==> src/rtl/cordic_pkg.sv <==
// Shared definitions for the sequential CORDIC sine/cosine block.
//   state_e    : controller states (idle, iterate, publish result)
//   DATA_W     : datapath width, signed Q2.30
//   FRAC_W     : fraction bits of the Q2.30 datapath
//   ROM_ADDR_W : arctangent table address width
//   ROM_FRAC_W : fraction bits of the unsigned Q0.31 table data
//   K_Q230     : CORDIC gain compensation 0.6072529350 in Q2.30
package cordic_pkg;

    localparam int unsigned DATA_W     = 32;
    localparam int unsigned FRAC_W     = 30;
    localparam int unsigned ROM_ADDR_W = 5;
    localparam int unsigned ROM_FRAC_W = 31;

    // round(0.6072529350 * 2^30)
    localparam logic signed [DATA_W-1:0] K_Q230 = 32'sd652032874;

    typedef enum logic [1:0] {
        StIdle,
        StRun,
        StDone
    } state_e;

endpackage

==> src/rtl/cordic_seq_rom.sv <==
// Combinational arctangent table: data = round(atan(2^-addr) * 2^31).
//   addr : iteration index 0..31
//   data : unsigned Q0.31 angle
module cordic_seq_rom
    import cordic_pkg::*;
(
    input  logic [ROM_ADDR_W-1:0] addr,
    output logic [DATA_W-1:0]     data
);

    always_comb begin
        data = '0;
        unique case (addr)
            5'd0:    data = 32'h6487ED51;
            5'd1:    data = 32'h3B58CE0A;
            5'd2:    data = 32'h1F5B75FA;
            5'd3:    data = 32'h0FEADD4E;
            5'd4:    data = 32'h07FD56EE;
            5'd5:    data = 32'h03FFAAB8;
            5'd6:    data = 32'h01FFF556;
            5'd7:    data = 32'h00FFFEAB;
            5'd8:    data = 32'h007FFFD5;
            5'd9:    data = 32'h003FFFFB;
            5'd10:   data = 32'h001FFFFF;
            // From here atan(2^-i) equals 2^-i to within half an LSB.
            default: data = 32'h1 << (5'd31 - addr);
        endcase
    end

endmodule

==> src/rtl/cordic_seq.sv <==
// Iterative rotation-mode CORDIC producing cos/sin of a Q2.30 angle.
// One shift-add stage is reused for N_ITER cycles.
//   clk      : clock, rising edge
//   reset_n  : synchronous active-low reset
//   start    : begin a computation (only honoured when idle)
//   angle    : signed Q2.30 radians, -1.0..+1.0
//   busy     : high while iterating
//   done     : one-cycle pulse when cos_out/sin_out are updated
//   cos_out  : signed Q2.30 cosine, held until the next done
//   sin_out  : signed Q2.30 sine, held until the next done
module cordic_seq
    import cordic_pkg::*;
#(
    parameter int unsigned N_ITER = 16
) (
    input  logic                     clk,
    input  logic                     reset_n,
    input  logic                     start,
    input  logic signed [DATA_W-1:0] angle,
    output logic                     busy,
    output logic                     done,
    output logic signed [DATA_W-1:0] cos_out,
    output logic signed [DATA_W-1:0] sin_out
);

    localparam logic [ROM_ADDR_W-1:0] LAST_ITER = ROM_ADDR_W'(N_ITER - 1);

    state_e                  state_q;
    logic [ROM_ADDR_W-1:0]   i_q;
    logic signed [DATA_W-1:0] x_q, y_q, z_q;

    logic [ROM_ADDR_W-1:0]    rom_addr;
    logic [DATA_W-1:0]        rom_data;
    logic signed [DATA_W-1:0] x_sh, y_sh, z_step;
    logic signed [DATA_W-1:0] x_nxt, y_nxt, z_nxt;
    logic                     z_neg;

    cordic_seq_rom u_rom (
        .addr (rom_addr),
        .data (rom_data)
    );

    // Shared shift-add stage.
    always_comb begin
        rom_addr = (state_q == StRun) ? i_q : '0;
        x_sh     = x_q >>> i_q;
        y_sh     = y_q >>> i_q;
        // Q0.31 -> Q2.30, zero-extended since the table is unsigned.
        z_step   = signed'(rom_data >> 1);
        z_neg    = z_q[DATA_W-1];
        if (z_neg) begin
            x_nxt = x_q + y_sh;
            y_nxt = y_q - x_sh;
            z_nxt = z_q + z_step;
        end else begin
            x_nxt = x_q - y_sh;
            y_nxt = y_q + x_sh;
            z_nxt = z_q - z_step;
        end
    end

    always_ff @(posedge clk) begin
        if (!reset_n) begin
            state_q <= StIdle;
            i_q     <= '0;
            x_q     <= '0;
            y_q     <= '0;
            z_q     <= '0;
            busy    <= 1'b0;
            done    <= 1'b0;
            cos_out <= '0;
            sin_out <= '0;
        end else begin
            done <= 1'b0;
            unique case (state_q)
                StIdle: begin
                    if (start) begin
                        x_q     <= K_Q230;
                        y_q     <= '0;
                        z_q     <= angle;
                        i_q     <= '0;
                        busy    <= 1'b1;
                        state_q <= StRun;
                    end
                end
                StRun: begin
                    x_q <= x_nxt;
                    y_q <= y_nxt;
                    z_q <= z_nxt;
                    if (i_q == LAST_ITER) begin
                        i_q     <= '0;
                        busy    <= 1'b0;
                        state_q <= StDone;
                    end else begin
                        i_q <= i_q + 1'b1;
                    end
                end
                StDone: begin
                    cos_out <= x_q;
                    sin_out <= y_q;
                    done    <= 1'b1;
                    state_q <= StIdle;
                end
                default: begin
                    state_q <= StIdle;
                end
            endcase
        end
    end

endmodule

==> config.mk <==
export PLATFORM = sky130hd
export DESIGN_NAME = cordic_seq
export DESIGN_NICKNAME = d
export VERILOG_FILES = /design/src/rtl/cordic_pkg.sv /design/src/rtl/cordic_seq_rom.sv /design/src/rtl/cordic_seq.sv
export SDC_FILE = /design/constraint.sdc
export NUM_CORES = 1
export LEC_CHECK = 0
export BUFFER_PORTS_ARGS = -buffer_cell sky130_fd_sc_hd__buf_4
export CORE_MARGIN = 2
export CORE_UTILIZATION = 45
export DETAILED_ROUTE_END_ITERATION = 10
export PLACE_DENSITY = 0.71
export SLEW_MARGIN = 10
export SYNTH_ARGS = -nofsm -noshare
export SYNTH_HDL_FRONTEND = slang
export SYNTH_SLANG_ARGS = --single-unit
==> constraint.sdc <==
create_clock -name clk -period 12.3 [get_ports clk]
set_input_delay 1.23 -clock clk [delete_from_list [all_inputs] [get_ports clk]]
set_output_delay 1.23 -clock clk [all_outputs]
set_load 0.05 [all_outputs]
# [After elaboration in Yosys (flattened, before gate mapping)]
# Index checks and enable logic that the tools add are counted.
[totals] elab_cells=62 inputBits=35 regBits=169 output_inout_bits=66
[classes] add_sub_neg=8 n_reduce_logical=6 shifts=3 eq_ne=15 muxes=21
[ops] cell="$pmux 32 s11" count=1
[ops] cell="$mux 32" count=6
[ops] cell="$pmux 32 s2" count=3
[ops] cell="$add 32x32->32" count=3
[ops] cell="$sub 32x32->32" count=3
[ops] cell="$sshr 32x5->32" count=2
[ops] cell="$shl 1x5->32 const A" count=1
[ops] cell="$eq 5x3->1 const B" count=4
[ops] cell="$eq 5x4->1 const B" count=4
[ops] cell="$mux 5" count=3
[ops] cell="$eq 5x2->1 const B" count=2
[ops] cell="$pmux 5 s2" count=1
[ops] cell="$add 5x1->5 const B" count=1
[ops] cell="$eq 5x1->1 const B" count=1
[ops] cell="$logic_not 5->1" count=1
[ops] cell="$sub 5x5->5 const A" count=1
[ops] cell="$mux 2" count=2
[ops] cell="$pmux 2 s2" count=1
[ops] cell="$reduce_and 2->1" count=2
[ops] cell="$mux 1" count=3
[ops] cell="$reduce_and 3->1" count=1
[ops] cell="$eq 2x1->1 const B" count=1
[ops] cell="$eq 2x2->1 const B" count=1
[ops] cell="$logic_not 2->1" count=1
[ops] cell="4 further kinds" count=4

# [Logic depth before layout (Yosys ltp)]
[logic_depth] ltp_word=8 ltp_mapped=32 ltp_nobuf=25

# [By module]
# A second synthesis with hierarchy kept.
[hier_totals] cells_unflattened=2223 area_unflattened_um2=17754.5
[by_module_without_submodules] module="cordic_seq" area_per_inst_um2=17007.6 seq_area_each_um2=3383.2 cells_each=2109 instances=1
[by_module_without_submodules] module="cordic_seq_rom" area_per_inst_um2=747.0 seq_area_each_um2=0.0 cells_each=114 instances=1

# [Worst setup path before layout]
# No wires, ideal clock.
[synth_timing] path_type="reg-to-reg" start="register i_q[4]" end="register z_q[30]" arrival_ns=5.821 required_time_ns=12.168 period_less_slack_ns=5.954 setup_time_ns=0.132 path_buffers=7 setup_slack_ns=6.346 path_stages_with_launch=27 cell_sequence="dfxtp_1 -> buf_2 -> buf_1 -> buf_2 -> clkbuf_1 -> buf_1 -> buf_1 -> clkbuf_1 -> a21oi_1 -> nor2_1 -> nor2_1 -> inv_1 -> ha_1 -> nand2_1 -> o21ai_0 -> fa_1 -> a21o_1 -> a21oi_1 -> o21bai_1 -> a2111oi_0 -> o31ai_1 -> a21o_1 -> a41oi_1 -> a21oi_1 -> a41oi_1 -> xor2_1 -> a21oi_1"
[synth_via] elab_chain_len=7 elab_cells_between_ends=19 classes_between="add/sub (3); eq/ne (10); shift (1); mux (4); reduce/logical (1)"
[synth_rtl] element="start: declaration" line_no="cordic_seq.sv:29" rtl="logic [ROM_ADDR_W-1:0] i_q;"
[synth_rtl] element="start signal: assignment" line_no="cordic_seq.sv:95" rtl="i_q <= i_q + 1'b1;"
[synth_rtl] element="$mux 5 *" line_no="cordic_seq.sv:45" rtl="rom_addr = (state_q == StRun) ? i_q : '0;"
[synth_rtl] element="$sub 5x5->5" line_no="cordic_seq_rom.sv:26" rtl="default: data = 32'h1 << (5'd31 - addr);"
[synth_rtl] element="$shl 1x5->32" line_no="cordic_seq_rom.sv:26"
[synth_rtl] element="$pmux 32 s11 *" line_no="cordic_seq_rom.sv:13" rtl="unique case (addr)"
[synth_rtl] element="$sub 32x32->32 / $add 32x32->32 (equally long branches)" line_no="cordic_seq.sv:58, cordic_seq.sv:54"
[synth_rtl] element="$mux 32 *" line_no="cordic_seq.sv:51" rtl="if (z_neg) begin"
[synth_rtl] element="$pmux 32 s2 *" line_no="cordic_seq.sv:75" rtl="unique case (state_q)"
[synth_rtl] element="end signal: assignment" line_no="cordic_seq.sv:80" rtl="z_q <= angle;"
[synth_rtl] element="end signal: assignment" line_no="cordic_seq.sv:89" rtl="z_q <= z_nxt;"
[synth_rtl] element="end: declaration" line_no="cordic_seq.sv:30" rtl="logic signed [DATA_W-1:0] x_q, y_q, z_q;"
# Every way passes the cells marked *; elsewhere a longest branch is shown, timed or not.
# A chain may end at the register's enable or synchronous reset.

# [Final worst setup path]
[layout_timing] start="register i_q[1]" end="register x_q[31]"
[layout_via] elab_chain_len=4 elab_cells_between_ends=5 classes_between="add/sub (2); shift (1); mux (2)"
[layout_rtl] element="$sshr 32x5->32 *" line_no="cordic_seq.sv:47" rtl="y_sh = y_q >>> i_q;"
[layout_rtl] element="$sub 32x32->32 / $add 32x32->32 (equally long branches)" line_no="cordic_seq.sv:56, cordic_seq.sv:52"
[layout_rtl] element="$mux 32 *" line_no="cordic_seq.sv:51"
[layout_rtl] element="$pmux 32 s2 *" line_no="cordic_seq.sv:75"
[layout_rtl] element="end signal: assignment" line_no="cordic_seq.sv:87" rtl="x_q <= x_nxt;"
[layout_rtl] element="end: declaration" line_no="cordic_seq.sv:30"
# Marks and branches as above.

==> impl_results.md <==
* WL/cell at 23.4 µm
* Mapped Area at 0.0182 mm²
* Cell Pwr Density at around 220 mW/mm²
* EDFF count, synth at 0
* Post-CTS setup buffers at 0
* CTS tree: built
* Drt drc at 0
* Async S/R FF share, synth at 0%
* CP Launch Type: flip-flop
* Max-Cap Viols at 0
* Root Driver: clkbuf_16
* WS Path Type: reg2reg
* Area share of the largest cell type after synthesis at 18.6%
* IO Pins at 101
* Clock buffer depth at 2
* RSZ-0062 raised after global routing: false
* Leak at 7.92 nW
* Final Cycle Share at 61.9%
* Port Buffers at 100
* Ys flop type: dfxtp_1
* Core area at 0.0398 mm²
* Number of antenna violations at the first check in global routing at 0
* Fraction of final layout cells sized beyond drive strength 1 at 13.6%
* Die Width at 205 µm
* Post-Syn Nets at ~2500
* Final count of pins violating max slew at 0
* Ys Warns at 0
* Worst Setup End Kind: flip-flop
* Fill count at slightly below 4000
* # resized after CTS at 0
* Total grt overflow at 0
* Clock sinks at about 170
* Yosys top cell by area: dfxtp_1
* Mapped Cells at approximately 2400
* Worst clock skew at 0.0140 ns
* CP Data Arrival Time at 8.00 ns
* Number of cell rows at 73
* Largest net degree at the start of global routing at 82
* Dpl cells at ~2900
* Hold_ws at 0.455 ns
* Die Y at 205 µm
* Total Neg Setup Slack at 0 ns
* Relative slew slack at between 10% and 20%
* Antenna Nets Post-Route at 0
* Vias at 18700
* Final WS setup at 4.68 ns
* Worst-Skew Late Latency at 0.50 ns
* Ant diodes at 0
* Routed vias/inst at 6.43
* Number of global-route vias before repair at approximately 18000
* Dpl ws at 4.87 ns
* Seq/Total Area, Yosys at 18.6%
* Worst min path class: reg2reg
* WL final at 67.9 mm
* Max VDD drop at 0.117 mV
* Power, Total at 0.00436 W
* Status: finished clean
* Req. time, crit path at 12.68 ns
* Hold buffers post-CTS at 0
* Reg clk slew, reported paths at 0.07 ns
* Initial DRC count at 1698
* Post-synthesis register bit count at 169
* Post-synth top cells: nand2_1, a21oi_1, dfxtp_1
* TritonRoute pass-1 iters at 7
* H-tree depth at 4
* Final GP Congestion at 1.05
* Final Hold Fails at 0
* Synth cell types at 97
* Die area at 0.0420 mm²
* # setup viols final at 0
* Crit path max fanout at 76
* Peak Freq at 131 MHz
* Non-Filler Instances at 2904
* Synth area leaders: dfxtp_1, mux4_2, nand2_1
* Detail Placement HPWL at 49.7 mm
* CTS buffer count at 17
* Gr usage total at around a third
* Initial Utilization at 45.6%
* Minimum clock period at 7.62 ns
* Global-route wire length before repair at 104 mm
* Syn_area_per_cell at around 7.6 µm²
* Layout Area Growth over Synthesis at 8.65%
* Layout Nets at 2506
* Least-Margin Pin Slew at 1.27 ns
* Dominant cell by count in the synthesized netlist: nand2_1
state kept, by name (all words and copies together), names as in the netlist:
signal / flops
y_q: 32
i_q: 5
state_q: 2
done: 1
sin_out: 32
z_q: 32
busy: 1
x_q: 32
cos_out: 32
cell usage in the layout, fill, tap and decap left out, types with 64 or more instances in the layout:
cell type,instances
ha_1,102
buf_4,135
xor2_1,67
a21oi_1,252
nor2_1,162
nand3_1,84
mux2i_1,68
dfxtp_1,163
mux4_2,64
o21ai_0,134
nand2_1,369
xnor2_1,86
power by group:
part | leakage (nW) | switching (W) | total, W | internal, W
clock | 0.304 | 0.000252 | 0.000594 | 0.000341
combinational | 6.24 | 0.00168 | 0.00291 | 0.00123
sequential | 1.38 | 0.000223 | 0.000854 | 0.000631
final cells by class:
| cell class | count | area, µm² | share of cell area [%] |
|---|---|---|---|
| timing repair buffer | 135 | 1010 | 5.14 |
| tap | 525 | 657 | 3.33 |
| sequential | 169 | 3400 | 17.2 |
| inverter | 46 | 173 | 0.875 |
| clock buffer | 19 | 433 | 2.19 |
| clock inverter | 13 | 193 | 0.976 |
| multi-input combinational | 1997 | 13900 | 70.3 |
routing by layer:
| layer | global-route usage, % | up-vias | share of wire, % |
|---|---|---|---|
| li1 | - | 8660 | - |
| met1 | 41.2 | 8979 | 42 |
| met2 | 50.8 | 864 | 45 |
| met3 | 7.54 | 170 | 8.7 |
| met4 | 15.8 | 0 | 4.6 |
| met5 | 0 | - | 0 |
per-stage QoR:
| stage | utilization [%] | area (µm²) |
|---|---|---|
| after CTS | 49.6 | 19700 |
| after floorplan | - | 18200 |
| final | 49.6 | 19700 |
| after detailed placement | 48.0 | 19100 |
| after global routing | 49.6 | 19700 |
| after global placement | 48.0 | 19100 |
logic make-up after synthesis:
| family | share of synthesized area, % |
|---|---|
| adder cells (fa/ha/maj) | 7.36 |
| buffers and inverters | 5.23 |
| AND/OR/NAND/NOR | 21.6 |
| XOR/XNOR | 7.38 |
| AO/OA/AOI/OAI | 25.9 |
| multiplexers | 13.9 |
| flip-flops | 18.6 |
worst paths after layout:
| path | start | endpoint | slack, ns | cells after the start |
|---|---|---|---|---|
| worst min register to register | cos_out[11] | cos_out[11] | 0.45 | 2 |
| worst min-delay path | cos_out[11] | cos_out[11] | 0.45 | 2 |
| worst max-delay path | i_q[1] | x_q[31] | 4.68 | 25 |
| worst max register to register | i_q[1] | x_q[31] | 4.68 | 25 |
critical path: stages (launching register included):
cell,delay [ns]
dfxtp_4,0.49
buf_4,0.84
buf_4,0.67
nand2_1,0.40
a211oi_1,0.32
a211o_1,0.24
o2111a_1,0.38
nand2_1,0.16
nor4b_4,0.38
nor2b_1,0.35
inv_1,0.07
nor3_1,0.25
nor2_1,0.08
xnor2_1,0.17
ha_1,0.40
nand3_1,0.13
o211ai_1,0.20
nand2_1,0.13
a21oi_1,0.17
and3_1,0.21
o21ai_0,0.10
a31oi_1,0.34
a211oi_1,0.17
a211o_1,0.28
a41o_1,0.23
mux2_4,0.25
No activity file was read; power rests on OpenSTA's default activity.
